===== src/rtl/fir_uart_top.sv =====
// rtl/fir_uart_top.sv - UART-attached 4-tap FIR: byte pairs in, filtered byte pairs out
module fir_uart_top #(
   parameter int                 CLK_FREQ = 50000000,
   parameter int                 BAUD     = 115200,
   parameter logic signed [15:0] COEF0    = 16'sd1,
   parameter logic signed [15:0] COEF1    = 16'sd1,
   parameter logic signed [15:0] COEF2    = 16'sd1,
   parameter logic signed [15:0] COEF3    = 16'sd1,
   parameter int                 SHIFT    = 2
) (
   input  logic clk,
   input  logic rst,
   input  logic from_computer,
   output logic to_computer
);

   localparam int CPB = CLK_FREQ / BAUD;
   localparam int CW  = $clog2(CPB + 1);
   localparam logic [CW-1:0] BIT_LAST  = CW'(CPB - 1);
   localparam logic [CW-1:0] HALF_LAST = CW'(CPB / 2 - 1);

   typedef enum logic [1:0] {S_IDLE, S_START, S_DATA, S_STOP} uart_state_t;

   function automatic logic signed [33:0] ext16(input logic signed [15:0] v);
      return {{18{v[15]}}, v};
   endfunction

   logic          rx_s1, rx_s2;
   uart_state_t   rx_state, rx_state_d;
   logic [CW-1:0] rx_cnt, rx_cnt_d;
   logic [2:0]    rx_bit, rx_bit_d;
   logic [7:0]    rx_shift, rx_shift_d;
   logic          byte_valid, byte_valid_d;

   always_ff @(posedge clk) begin
      if (!rst) begin
         rx_s1      <= 1'b1;
         rx_s2      <= 1'b1;
         rx_state   <= S_IDLE;
         rx_cnt     <= '0;
         rx_bit     <= '0;
         rx_shift   <= '0;
         byte_valid <= 1'b0;
      end else begin
         rx_s1      <= from_computer;
         rx_s2      <= rx_s1;
         rx_state   <= rx_state_d;
         rx_cnt     <= rx_cnt_d;
         rx_bit     <= rx_bit_d;
         rx_shift   <= rx_shift_d;
         byte_valid <= byte_valid_d;
      end
   end

   // START waits half a bit so every later sample lands mid-bit
   always_comb begin
      rx_state_d   = rx_state;
      rx_cnt_d     = rx_cnt + CW'(1);
      rx_bit_d     = rx_bit;
      rx_shift_d   = rx_shift;
      byte_valid_d = 1'b0;
      case (rx_state)
         S_IDLE: begin
            rx_cnt_d = '0;
            if (!rx_s2) rx_state_d = S_START;
         end
         S_START: begin
            if (rx_cnt == HALF_LAST) begin
               rx_cnt_d   = '0;
               rx_bit_d   = '0;
               rx_state_d = rx_s2 ? S_IDLE : S_DATA;
            end
         end
         S_DATA: begin
            if (rx_cnt == BIT_LAST) begin
               rx_cnt_d   = '0;
               rx_shift_d = {rx_s2, rx_shift[7:1]};
               rx_bit_d   = rx_bit + 3'd1;
               if (rx_bit == 3'd7) rx_state_d = S_STOP;
            end
         end
         S_STOP: begin
            if (rx_cnt == BIT_LAST) begin
               rx_cnt_d     = '0;
               byte_valid_d = rx_s2;
               rx_state_d   = S_IDLE;
            end
         end
         default: rx_state_d = S_IDLE;
      endcase
   end

   // x[3] never feeds the sum, so only three history words are kept
   logic               phase_lo;
   logic [7:0]         hi_byte;
   logic signed [15:0] sample, x0, x1, x2, y_reg, y_sat;
   logic signed [33:0] acc, acc_sh;
   logic               tx_req;

   assign sample = {hi_byte, rx_shift};

   always_comb begin
      acc = ext16(COEF0) * ext16(sample) + ext16(COEF1) * ext16(x0)
          + ext16(COEF2) * ext16(x1) + ext16(COEF3) * ext16(x2);
      acc_sh = acc >>> SHIFT;
      if (acc_sh > 34'sd32767)        y_sat = 16'sh7fff;
      else if (acc_sh < -34'sd32768)  y_sat = 16'sh8000;
      else                            y_sat = acc_sh[15:0];
   end

   always_ff @(posedge clk) begin
      if (!rst) begin
         phase_lo <= 1'b0;
         hi_byte  <= '0;
         x0       <= '0;
         x1       <= '0;
         x2       <= '0;
         y_reg    <= '0;
         tx_req   <= 1'b0;
      end else begin
         tx_req <= 1'b0;
         if (byte_valid) begin
            if (!phase_lo) begin
               hi_byte  <= rx_shift;
               phase_lo <= 1'b1;
            end else begin
               phase_lo <= 1'b0;
               x2       <= x1;
               x1       <= x0;
               x0       <= sample;
               y_reg    <= y_sat;
               tx_req   <= 1'b1;
            end
         end
      end
   end

   uart_state_t   tx_state, tx_state_d;
   logic [CW-1:0] tx_cnt, tx_cnt_d;
   logic [2:0]    tx_bit, tx_bit_d;
   logic [15:0]   tx_word, tx_word_d, pend_data, pend_data_d;
   logic          tx_lo, tx_lo_d, pend_valid, pend_valid_d, txd, txd_d, take;
   logic [7:0]    cur_byte;

   assign cur_byte    = tx_lo ? tx_word[7:0] : tx_word[15:8];
   assign to_computer = txd;

   always_ff @(posedge clk) begin
      if (!rst) begin
         tx_state   <= S_IDLE;
         tx_cnt     <= '0;
         tx_bit     <= '0;
         tx_word    <= '0;
         tx_lo      <= 1'b0;
         pend_valid <= 1'b0;
         pend_data  <= '0;
         txd        <= 1'b1;
      end else begin
         tx_state   <= tx_state_d;
         tx_cnt     <= tx_cnt_d;
         tx_bit     <= tx_bit_d;
         tx_word    <= tx_word_d;
         tx_lo      <= tx_lo_d;
         pend_valid <= pend_valid_d;
         pend_data  <= pend_data_d;
         txd        <= txd_d;
      end
   end

   // A fresh request always beats an older pending one
   always_comb begin
      tx_state_d   = tx_state;
      tx_cnt_d     = tx_cnt + CW'(1);
      tx_bit_d     = tx_bit;
      tx_word_d    = tx_word;
      tx_lo_d      = tx_lo;
      txd_d        = txd;
      pend_valid_d = pend_valid | tx_req;
      pend_data_d  = tx_req ? y_reg : pend_data;
      take         = 1'b0;
      case (tx_state)
         S_IDLE: begin
            tx_cnt_d = '0;
            txd_d    = 1'b1;
            take     = tx_req | pend_valid;
         end
         S_START: begin
            if (tx_cnt == BIT_LAST) begin
               tx_cnt_d   = '0;
               tx_bit_d   = '0;
               txd_d      = cur_byte[0];
               tx_state_d = S_DATA;
            end
         end
         S_DATA: begin
            if (tx_cnt == BIT_LAST) begin
               tx_cnt_d = '0;
               if (tx_bit == 3'd7) begin
                  tx_state_d = S_STOP;
                  txd_d      = 1'b1;
               end else begin
                  tx_bit_d = tx_bit + 3'd1;
                  txd_d    = cur_byte[tx_bit_d];
               end
            end
         end
         S_STOP: begin
            if (tx_cnt == BIT_LAST) begin
               tx_cnt_d = '0;
               if (!tx_lo) begin
                  tx_lo_d    = 1'b1;
                  tx_state_d = S_START;
                  txd_d      = 1'b0;
               end else if (tx_req | pend_valid) begin
                  take = 1'b1;
               end else begin
                  tx_state_d = S_IDLE;
               end
            end
         end
         default: tx_state_d = S_IDLE;
      endcase
      if (take) begin
         tx_word_d    = tx_req ? y_reg : pend_data;
         pend_valid_d = 1'b0;
         tx_lo_d      = 1'b0;
         tx_cnt_d     = '0;
         tx_state_d   = S_START;
         txd_d        = 1'b0;
      end
   end

endmodule


===== config.mk =====
export PLATFORM = sky130hd
export DESIGN_NAME = fir_uart_top
export DESIGN_NICKNAME = d
export VERILOG_FILES = /design/src/rtl/fir_uart_top.sv
export SDC_FILE = /design/constraint.sdc
export NUM_CORES = 1
export LEC_CHECK = 0
export ABC_AREA = 0
export BUFFER_PORTS_ARGS = -buffer_cell sky130_fd_sc_hd__clkbuf_2
export CORE_ASPECT_RATIO = 1.1
export CORE_MARGIN = 4
export CORE_UTILIZATION = 55
export DETAILED_ROUTE_END_ITERATION = 10
export GPL_TIMING_DRIVEN = 0
export PLACE_DENSITY = 0.79
export SLEW_MARGIN = 30
export SYNTH_ARGS = -nofsm -noshare
export SYNTH_HDL_FRONTEND = slang
export SYNTH_SLANG_ARGS = --single-unit

===== constraint.sdc =====
create_clock -name clk -period 3.4 [get_ports clk]
set_input_delay 0.51 -clock clk [delete_from_list [all_inputs] [get_ports clk]]
set_output_delay 0.51 -clock clk [all_outputs]
set_load 0.05 [all_outputs]

Word-level counts from Yosys, hierarchy flattened:

Cells that the tools add are included.

* register bits: 148
* bits of input ports: 3
* output and inout bits: 1
* logic and storage cells: 131

* $add $sub $neg: 7
* order comparisons: 3
* equal/unequal tests: 28
* muxes and demuxes: 46
* bitwise logic cells: 3
* reduce and logical (&&, ||, !) cells: 21

Operators by type and width (number)
* $mux W16: 3
* $mux W9: 3
* $pmux W9 S3: 1
* $mux W2: 12
* $ne A2 B2 Y1 const B: 10
* $add A18 B16 Y19: 1
* $add A17 B16 Y18: 1
* $add A9 B1 Y9 const B: 2
* $eq A9 B9 Y1 const B: 2
* $ne A3 B3 Y1 const B: 6
* $pmux W9 S2: 1
* $add A16 B16 Y17: 1
* $gt A17 B16 Y1 const B: 1
* $lt A17 B16 Y1 const B: 1
* $mux W3: 5
* $mux W1: 13
* $pmux W3 S2: 2
* $reduce_and A6 Y1: 2
* $reduce_and A2 Y1: 5
* $eq A9 B8 Y1 const B: 1
* $eq A2 B2 Y1 const B: 4
* $mux W8: 1
* $pmux W2 S4: 1
* $reduce_and A4 Y1: 2
* other kinds (19): 27

Logic depth before layout (Yosys ltp):

Gate-level depths: netlist of run 1.

* depth in word-level cells: 7
* mapped depth: 15
* depth with buffers taken out: 14

Worst setup path before layout of run 1:

OpenSTA, ideal clock, no wires.

* path type: flip-flop to flip-flop
* from: reg rx_shift[2]
* to: reg y_reg[6]
* library setup time: 0.070 ns
* data arrival time: 3.621 ns
* data required time: 3.330 ns
* path slack: -0.291 ns
* cell stages (with the launch flop): 16
* path buffers: 1
* period minus slack after synthesis: 3.691 ns
* cells stage by stage: dfxtp_1 > inv_1 > fa_1 > inv_1 > fa_1 > inv_1 > fa_1 > nor2b_1 > o21ai_2 > a211oi_1 > nor4bb_1 > o21ba_2 > xor2_1 > buf_2 > maj3_1 > a21oi_1

* cells in the longest elaborated chain, start to end: 6
* elaborated cells on any way between the ends: 7
* those cells by class: add/sub (3); order compare (2); mux (2)

Ends and longest elaborated chain
* from (decl): RTL line 32 `logic [7:0] rx_shift, rx_shift_d;`
* from (signal assigned): RTL line 50 `rx_shift <= rx_shift_d;`
* $add A16 B16 Y17 (*): RTL line 103 `acc = ext16(COEF0) * ext16(sample) + ext16(COEF1) * ext16(x0)`
* $add A17 B16 Y18 (*): RTL line 104 `+ ext16(COEF2) * ext16(x1) + ext16(COEF3) * ext16(x2);`
* $add A18 B16 Y19 (*): RTL line 104
* $lt A17 B16 Y1: RTL line 107 `else if (acc_sh < -34'sd32768) y_sat = 16'sh8000;`
* $mux W16: RTL line 107
* $mux W16 (*): RTL line 106 `if (acc_sh > 34'sd32767) y_sat = 16'sh7fff;`
* to (signal assigned): RTL line 131 `y_reg <= y_sat;`
* to (decl): RTL line 96 `logic signed [15:0] sample, x0, x1, x2, y_reg, y_sat;`

Every way passes the cells marked *; elsewhere a longest branch is shown, timed or not.
A chain may end at the register's enable or synchronous reset.

Worst setup path in the final report of run 1:

* from: reg x1[3]
* to: reg y_reg[2]

* cells in the longest elaborated chain, start to end: 5
* elaborated cells on any way between the ends: 6
* those cells by class: add/sub (2); order compare (2); mux (2)

Ends and longest elaborated chain
* from (decl): RTL line 96
* from (signal assigned): RTL line 116 `x1 <= '0;`
* from (signal assigned): RTL line 129 `x1 <= x0;`
* $add A17 B16 Y18 (*): RTL line 104
* $add A18 B16 Y19 (*): RTL line 104
* $lt A17 B16 Y1: RTL line 107
* $mux W16: RTL line 107
* $mux W16 (*): RTL line 106

Marks and branches as above.

==> impl_metrics.ini, run 1 <==
[synthesis]
syn_area_per_cell_um2 = 8.41
syn-instance-count = 924
yosys_register_bits = 148
synth.yosys.seq_area_share_pct = 38.1
syn-cell-area_um2 = 7770
yosys_warnings = 0
synth.top_cells.by_area = dfxtp_1 (38%), fa_1 (8.5%), nand2_1 (7.0%), a21oi_1 (6.4%), ha_1 (5.2%)
synth_top_area_share_pct = 38.1
async_flop_share_pct = 0
syn-num-nets = 992
netlist_top_cells_count = dfxtp_1 (148), nand2_1 (144), inv_1 (106), a21oi_1 (99), nor2_1 (89)
synth_ff_type = dfxtp_1
synth-edff-count = 0
yosys.area.top_type = dfxtp_1
yosysUniqueCellTypes = 55
synth_most_common_cell = dfxtp_1

[setup_path]
start_kind = flop
r2r-end = y_reg[2]$_SDFFE_PN0P_
r2r_slack_ns = -0.27
regToRegStartpoint = x1[3]$_SDFFE_PN0P_
rr_worst_depth = 14
critical_path.max_fanout = 5
crit_type = reg -> reg
crit_start = x1[3]$_SDFFE_PN0P_
cp.arrival_ns = 3.96
critPathRequiredTime_ns = 3.69
endpoint_kind = flop

[placed_design]
placedCellCount = 1115
gp_congestion = 0.898
place.port_buffers = 3
dpl_cell_area_um2 = 8110
dp_slack_ns = -0.533
dp_hpwl_um = 12800

[clocking]
cts_tree = yes
clkTransAtPathRegs_ns = 0.06
cts_htree_levels = 4
clock_path_buffers = 2
numCtsBuffers = 17
root_buffer = clkbuf_16
cts_hold_buffers = 0
clock_sinks = 148
clk_latency_ns = 0.44

[floorplanning]
rows = 45
dieHeight_um = 133
dieArea_um2 = 16100
die_width_um = 121
io_pins = 4
coreArea_um2 = 13900
initial_utilization_pct = 56.1

[power_and_ir_drop]
power_density_nw_per_um2 = 434
combinationalPowerShare_pct = 5.7
power_switching_share_pct = 23.2
power_frac_seq_pct = 45.0
p_int_mw = 3.02
leakage_nw = 3.23
switchingPower_mw = 0.910
peakVddDrop_mv = 0.415
power_mw = 3.93
clkPwrFrac_pct = 49.3

[cells_and_area]
antennaDiodeCount = 0
layoutNonFillerInstCount = 1165
nNetsFinal = 1032
drive_above_1_share_pct = 14.6
fillers = 1135
syn2layout_area_growth_pct = 16.5
final_area_um2 = 9050
multi_input_area_um2 = 4440
final_util_pct = 65.4
seqCellArea_um2 = 3000

[global_routing]
track_usage_pct = 23.6
grt_max_degree = 17
grt_pass1_wl_um = 30500
grt_overflow = 0
antenna_found_initial = 0
grt_pass1_vias = 6392

[timing]
setup_ws_ns = -0.266
slew_violations = 0
period_needed_ns = 3.67
hold_slack_ns = 0.261
max_slew.worst_pin.slew_ns = 0.722
relSlewSlack_pct = 51.8
skew_ns = 0.0105
setup_viol = 16
hold_viol_final = 0
fmax_ghz = 0.273
rsz0062_at_grt = true
min_period_over_period_pct = 108
tns_ns = -3.40

[detailed_routing]
drt-wirelength-per-cell_um = 15.7
route.detailed.drc = 0
drt.antenna.violating_nets = 0
dr.pass1.iters = 5
vias = 6309
totalWireLength_um = 18200
drt_iter0_drc = 460
avgViaCountPerCell = 5.42

[status]
status = complete, but fails checks
violations = negative setup slack

[min_path]
hold_start = from_computer
holdPathStages = 2
whs_endpoint = rx_s1$_SDFF_PN1_
holdCritPathClass = in -> reg

[flow_run]
maxCapViolations = 0
==> worst max-delay path, stage by stage, from the launching register on <==
cell	delay [ns]
dfxtp_1	0.36
inv_1	0.09
fa_1	0.47
fa_2	0.53
inv_1	0.04
ha_1	0.26
a221o_1	0.38
a221oi_2	0.28
buf_4	0.18
o21bai_4	0.10
a221oi_4	0.30
buf_6	0.16
buf_6	0.12
maj3_2	0.19
a21oi_2	0.06
==> routing by layer <==
metal | share of wire, % | track usage, %
met5 | 0 | 0
met4 | 3.3 | 9.28
met1 | 41 | 27.3
met2 | 52 | 42.2
met3 | 3.6 | 4.87
==> power by group through the flow <==
stage / sequential (mW) / combinational [mW] / clock (mW)
after detailed placement: 1.81 / 0.220 / 0
after global placement: 1.81 / 0.216 / 0
after floorplan: 1.82 / 0.158 / 0
after global routing: 1.77 / 0.250 / 2.02
after CTS: 1.77 / 0.223 / 1.94
final: 1.77 / 0.225 / 1.93
==> worst max-delay path by stage <==
stage,slack [ns],to
final,-0.27,y_reg[2]$_SDFFE_PN0P_
after global routing,-0.38,y_reg[2]$_SDFFE_PN0P_
after CTS,-0.28,y_reg[6]$_SDFFE_PN0P_
after detailed placement,-0.53,y_reg[6]$_SDFFE_PN0P_
after global placement,-0.52,y_reg[6]$_SDFFE_PN0P_
after floorplan,-0.04,y_reg[10]$_SDFFE_PN0P_
==> layout make-up <==
class,count,area share (%)
multi-input cells,620,49.0
repair buffers,24,1.99
plain buffers,47,2.17
flip-flops and latches,148,33.1
clock buffers,19,5.00
clock inverters,13,1.71
well taps,188,2.60
inverters,106,4.39
==> layout by cell type (no fill, tap or decap), types with 7 or more instances in the layout <==
cell type / instances
nand2_1: 144
dfxtp_1: 132
inv_1: 93
a21oi_1: 92
nor2_1: 89
clkbuf_1: 40
o21ai_0: 32
fa_1: 30
mux2i_1: 29
ha_1: 26
a211oi_1: 22
buf_4: 19
clkbuf_16: 17
nand3_1: 14
xnor2_1: 14
inv_2: 13
xor2_1: 11
nand2b_1: 10
maj3_2: 10
dfxtp_2: 10
a21oi_2: 7
a21o_1: 7
==> kinds of logic (layout without fill, tap and decap cells) <==
| group | Yosys count | in the layout | synth area share, % |
|---|---|---|---|
| buf+inv | 156 | 209 | 7.71 |
| flops | 148 | 148 | 38.1 |
| fa+ha+maj | 78 | 78 | 15.3 |
| simple gates | 297 | 297 | 16.7 |
| xor+xnor | 26 | 26 | 2.93 |
| mux | 34 | 34 | 4.90 |
| compound gates | 185 | 185 | 14.3 |
==> what timing repair did <==
action / in CTS / in global routing
pin swaps: 18 / 15
resized for setup: 40 / 12
gates cloned: 2 / 0
endpoints found under the setup margin: 16 / 16
buffers inserted: 17 / 3
Power figures use the tool's default switching activity.
==> inputs of run 2 (changes only) <==
--- a/config.mk
+++ b/config.mk
@@ -10,6 +10,7 @@
 export CORE_ASPECT_RATIO = 1.1
 export CORE_MARGIN = 4
 export CORE_UTILIZATION = 55
+export CTS_BUF_LIST = sky130_fd_sc_hd__clkbuf_16
 export DETAILED_ROUTE_END_ITERATION = 10
 export GPL_TIMING_DRIVEN = 0
 export PLACE_DENSITY = 0.79
==> run 2 against run 1 <==
  * Sequential power hardly changed
  * Sequential share of layout area barely moved
  * The run still ends with negative setup slack left
  * Cell count hardly changed
  * Power is 1.2% lower
  * Cell area hardly changed
  * Largest cell class unchanged
  * Non-clock buffer count increased by 1
  * Die area is the same
  * Highest routed layer unchanged
  * Core utilization is essentially flat
==> impl_metrics.ini, run 2 (same netlist as run 1, synthesis figures left out) <==
[placed_design]
place.port_buffers = 3
dpl_cell_area_um2 = 8110
dp_hpwl_um = 12800
gp_congestion = 0.898
placedCellCount = 1115

[setup_path]
start_kind = flop
endpoint_kind = flop
path_cells = inv_1 > fa_1 > fa_1 > inv_1 > ha_4 > and2_1 > and2_1 > a221oi_2 > buf_4 > o21bai_4 > a221oi_4 > buf_6 > buf_6 > maj3_2 > a21oi_2
crit_family = adder cells
critPathRequiredTime_ns = 3.69
max_stage_delay_ns = 0.53
crit_path_top_delay_cell = fa_1
cp.arrival_ns = 3.96
critical_path.max_fanout = 6
crit_type = reg -> reg
crit_buf_inv = 5

[timing]
rsz0062_at_grt = true
setup_ws_ns = -0.269
period_needed_ns = 3.67
hold_viol_final = 0
max_slew.worst_pin.slew_ns = 0.713
min_period_over_period_pct = 108
relSlewSlack_pct = 52.4
slew_violations = 0
fmax_ghz = 0.273
hold_slack_ns = 0.265
skew_ns = 0.00879
setup_viol = 16

[clocking]
cts_tree = yes
cts_htree_levels = 4
cts_hold_buffers = 0
clkTransAtPathRegs_ns = 0.06
root_buffer = clkbuf_16
clock_path_buffers = 2
numCtsBuffers = 17
clk_latency_ns = 0.43
clock_sinks = 148

[detailed_routing]
drt-wirelength-per-cell_um = 15.7
avgViaCountPerCell = 5.46
route.detailed.drc = 0
drt_iter0_drc = 408
dr.pass1.iters = 5
totalWireLength_um = 18300
drt.antenna.violating_nets = 0
vias = 6363

[power_and_ir_drop]
power_density_nw_per_um2 = 428
peakVddDrop_mv = 0.413
leakage_nw = 3.22

[status]
violations = negative setup slack
status = complete, but fails checks

[min_path]
holdCritPathClass = in -> reg

[cells_and_area]
seqCellArea_um2 = 3000
multi_input_area_um2 = 4450
antennaDiodeCount = 0
nNetsFinal = 1033
layout_common_cells = nand2_1 (143), dfxtp_1 (132), inv_1 (93), a21oi_1 (90), nor2_1 (89)
layout_commonest_cell = nand2_1
layoutNonFillerInstCount = 1166
syn2layout_area_growth_pct = 16.6
final_area_um2 = 9060
drive_above_1_share_pct = 14.9
fillers = 1137

[floorplanning]
dieArea_um2 = 16100
initial_utilization_pct = 56.1
die_width_um = 121
coreArea_um2 = 13900
rows = 45
dieHeight_um = 133
io_pins = 4

[flow_run]
maxCapViolations = 0

[global_routing]
grt_overflow = 0
antenna_found_initial = 0
grt_pass1_vias = 6378
grt_max_degree = 17
grt_pass1_wl_um = 30400
track_usage_pct = 23.5
run 2: per-layer routing:
metal	GRT usage (%)	routed length (µm)
met5	0	0
met4	9.65	512
met1	27.4	7550
met2	41.9	9510
met3	4.45	754
run 2: worst paths after layout:
path | from | endpoint | slack, ns | cells past startpoint
max | x0[7]$_SDFFE_PN0P_ | y_reg[2]$_SDFFE_PN0P_ | -0.27 | 15
max reg2reg | x0[7]$_SDFFE_PN0P_ | y_reg[2]$_SDFFE_PN0P_ | -0.27 | 15
min | from_computer | rx_s1$_SDFF_PN1_ | 0.26 | 2
min reg2reg | rx_s1$_SDFF_PN1_ | rx_s2$_SDFF_PN1_ | 0.41 | 1
run 2: metrics by stage:
stage / utilization [%] / TNS, ns / power (mW) / setup slack, ns
final: 65.4 / -3.60 / 3.88 / -0.269
after global routing: 65.4 / -5.30 / 3.99 / -0.364
after CTS: 64.8 / -3.61 / 3.89 / -0.279
after detailed placement: 58.5 / -7.58 / 2.03 / -0.533
after global placement: 58.5 / -6.92 / 2.02 / -0.520
after floorplan: - / -0.283 / 1.97 / -0.0362
run 2: timing repair:
action                                  CTS  global route
cloned                                    2             0
buffers inserted                         17             3
pin swaps                                17            16
resized for setup                        37            19
endpoints found under the setup margin   16            16
run 2: final cells by class:
class | count | area share (%)
inverter | 106 | 4.39
timing repair buffer | 25 | 2.11
tap | 188 | 2.60
clock inverter | 15 | 1.80
multi-input combinational | 620 | 49.1
buffer | 47 | 2.17
clock buffer | 17 | 4.70
sequential | 148 | 33.1
run 2: power breakdown:
group | switching, mW | internal, mW
clock | 0.742 | 1.14
combinational | 0.146 | 0.0785
sequential | 0.0190 | 1.75
==> inputs of run 3 (changes only) <==
--- a/config.mk
+++ b/config.mk
@@ -14,6 +14,7 @@
 export DETAILED_ROUTE_END_ITERATION = 10
 export GPL_TIMING_DRIVEN = 0
 export PLACE_DENSITY = 0.79
+export REMOVE_ABC_BUFFERS = 1
 export SLEW_MARGIN = 30
 export SYNTH_ARGS = -nofsm -noshare
 export SYNTH_HDL_FRONTEND = slang
==> run 3 against run 2 <==
  * The run still ends with negative setup slack left
  * Global-route usage is 3.9 points lower
  * Register-to-register slack worse by 0.14 ns
  * Clock skew is 0.0018 ns lower
==> impl_metrics.ini, run 3 (same netlist as run 1, synthesis figures left out) <==
[detailed_routing]
route.detailed.drc = 0
drt-wirelength-per-cell_um = 14.1
totalWireLength_um = 15700
dr.pass1.iters = 5
drt.antenna.violating_nets = 0
drt_iter0_drc = 349
avgViaCountPerCell = 5.37
vias = 5999

[clocking]
clock_path_buffers = 2
cts_tree = yes
root_buffer = clkbuf_16
numCtsBuffers = 17
cts_htree_levels = 4
clock_sinks = 148
clk_latency_ns = 0.42
clkTransAtPathRegs_ns = 0.06

[setup_path]
start_kind = flop
r2r-end = y_reg[4]$_SDFFE_PN0P_
rr_worst_depth = 13
cp.arrival_ns = 4.11
crit_type = reg -> reg
critPathRequiredTime_ns = 3.70
r2r_slack_ns = -0.41
critical_path.max_fanout = 15
regToRegStartpoint = x1[3]$_SDFFE_PN0P_
endpoint_kind = flop

[status]
status = complete, but fails checks
violations = negative setup slack

[flow_run]
maxCapViolations = 0

[cells_and_area]
layout_commonest_cell = nand2_1
fillers = 1127
syn2layout_area_growth_pct = 14.4
layout_common_cells = nand2_1 (142), dfxtp_1 (134), inv_1 (102), a21oi_1 (97), nor2_1 (89)
final_util_pct = 64.2
nNetsFinal = 985
drive_above_1_share_pct = 11.6
antennaDiodeCount = 0

[timing]
setup_viol = 16
rsz0062_at_grt = true
max_slew.worst_pin.slew_ns = 0.961
relSlewSlack_pct = 35.8
slew_violations = 0
setup_ws_ns = -0.408
fmax_ghz = 0.263
min_period_over_period_pct = 112
skew_ns = 0.00695
period_needed_ns = 3.81
hold_viol_final = 0

[global_routing]
antenna_found_initial = 0
grt_max_degree = 70
grt_pass1_wl_um = 25900
grt_overflow = 0
track_usage_pct = 19.5
grt_pass1_vias = 5633

[placed_design]
place.port_buffers = 3
dp_hpwl_um = 9730
gp_congestion = 0.833

[floorplanning]
dieArea_um2 = 16100
initial_utilization_pct = 56.1
dieHeight_um = 133
io_pins = 4
rows = 45
coreArea_um2 = 13900
die_width_um = 121

[power_and_ir_drop]
power_mw = 3.96
power_density_nw_per_um2 = 446
leakage_nw = 3.15
peakVddDrop_mv = 0.332

[min_path]
whs_endpoint = rx_s1$_SDFF_PN1_
hold_start = from_computer
holdPathStages = 2
holdCritPathClass = in -> reg
-- run 3: cell types whose count changed in the layout (fill, tap and decap cells not counted), sizes merged --
cell,change
clkinvlp,-1
xor2,+1
buf,-9
inv,-1
bufinv,+2
clkinv,-1
clkbuf,-40
-- run 3: repair_timing --
action,4_1_cts,5_1_grt
endpoints found under the setup margin,16,16
hold buffers,0,0
setup buffers,17,2
cloned,0,1
pin swaps,24,5
gates resized for setup,39,14
hold endpoints to repair,0,0
-- run 3: per-layer routing --
metal / track usage [%] / up-vias / part of all wire (%)
li1: - / 3017 / -
met1: 24.5 / 2867 / 44
met2: 33.5 / 92 / 52
met3: 4.79 / 23 / 2.8
met4: 5.29 / 0 / 1.6
met5: 0 / - / 0
-- run 3: critical path, cell delays in order, from the launching register on --
cell      delay [ns]
dfxtp_1         0.36
inv_1           0.08
fa_1            0.54
fa_1            0.53
inv_1           0.07
ha_4            0.26
a21oi_1         0.22
o21ai_1         0.24
a221oi_4        0.45
o21bai_4        0.15
a221oi_4        0.34
buf_12          0.18
maj3_2          0.20
a21oi_2         0.05
-- run 3: worst max path at each step --
stage	end	cells past startpoint	from
after detailed placement	y_reg[0]$_SDFFE_PN0P_	13	rx_shift[6]$_SDFFE_PN0P_
after global placement	y_reg[0]$_SDFFE_PN0P_	13	rx_shift[6]$_SDFFE_PN0P_
after CTS	y_reg[4]$_SDFFE_PN0P_	12	hi_byte[0]$_SDFFE_PN0P_
final	y_reg[4]$_SDFFE_PN0P_	13	x1[3]$_SDFFE_PN0P_
after global routing	y_reg[7]$_SDFFE_PN0P_	13	x1[3]$_SDFFE_PN0P_
after floorplan	y_reg[0]$_SDFFE_PN0P_	13	rx_shift[6]$_SDFFE_PN0P_
-- run 3: final cells by class --
cell class                 count  area, µm²  area share [%]
clock buffer                  17        425            4.78
sequential                   148       2990            33.6
tap                          188        235            2.65
clock inverter                14        193            2.17
multi-input combinational    621       4440            50.0
inverter                     106        403            4.53
timing repair buffer          23        209            2.35
-- run 3: stage by stage --
stage                     std cells  setup TNS, ns  worst slack (ns)  hold WS (ns)  instance area (µm²)
final                          1117          -5.90            -0.408         0.289                 8890
after global routing           1117          -7.75            -0.521         0.286                 8890
after CTS                      1114          -3.65            -0.264         0.283                 8800
after detailed placement       1070         -14.75             -1.03         0.396                 7920
after global placement         1065         -45.65             -1.08         0.392                 7820
after floorplan                 874          -7.37            -0.539         0.386                 7570
-- run 3: power by group --
part	internal, mW	switching (mW)	total [mW]
clock network	1.28	0.701	1.98
logic	0.0781	0.136	0.214
registers	1.75	0.0191	1.77
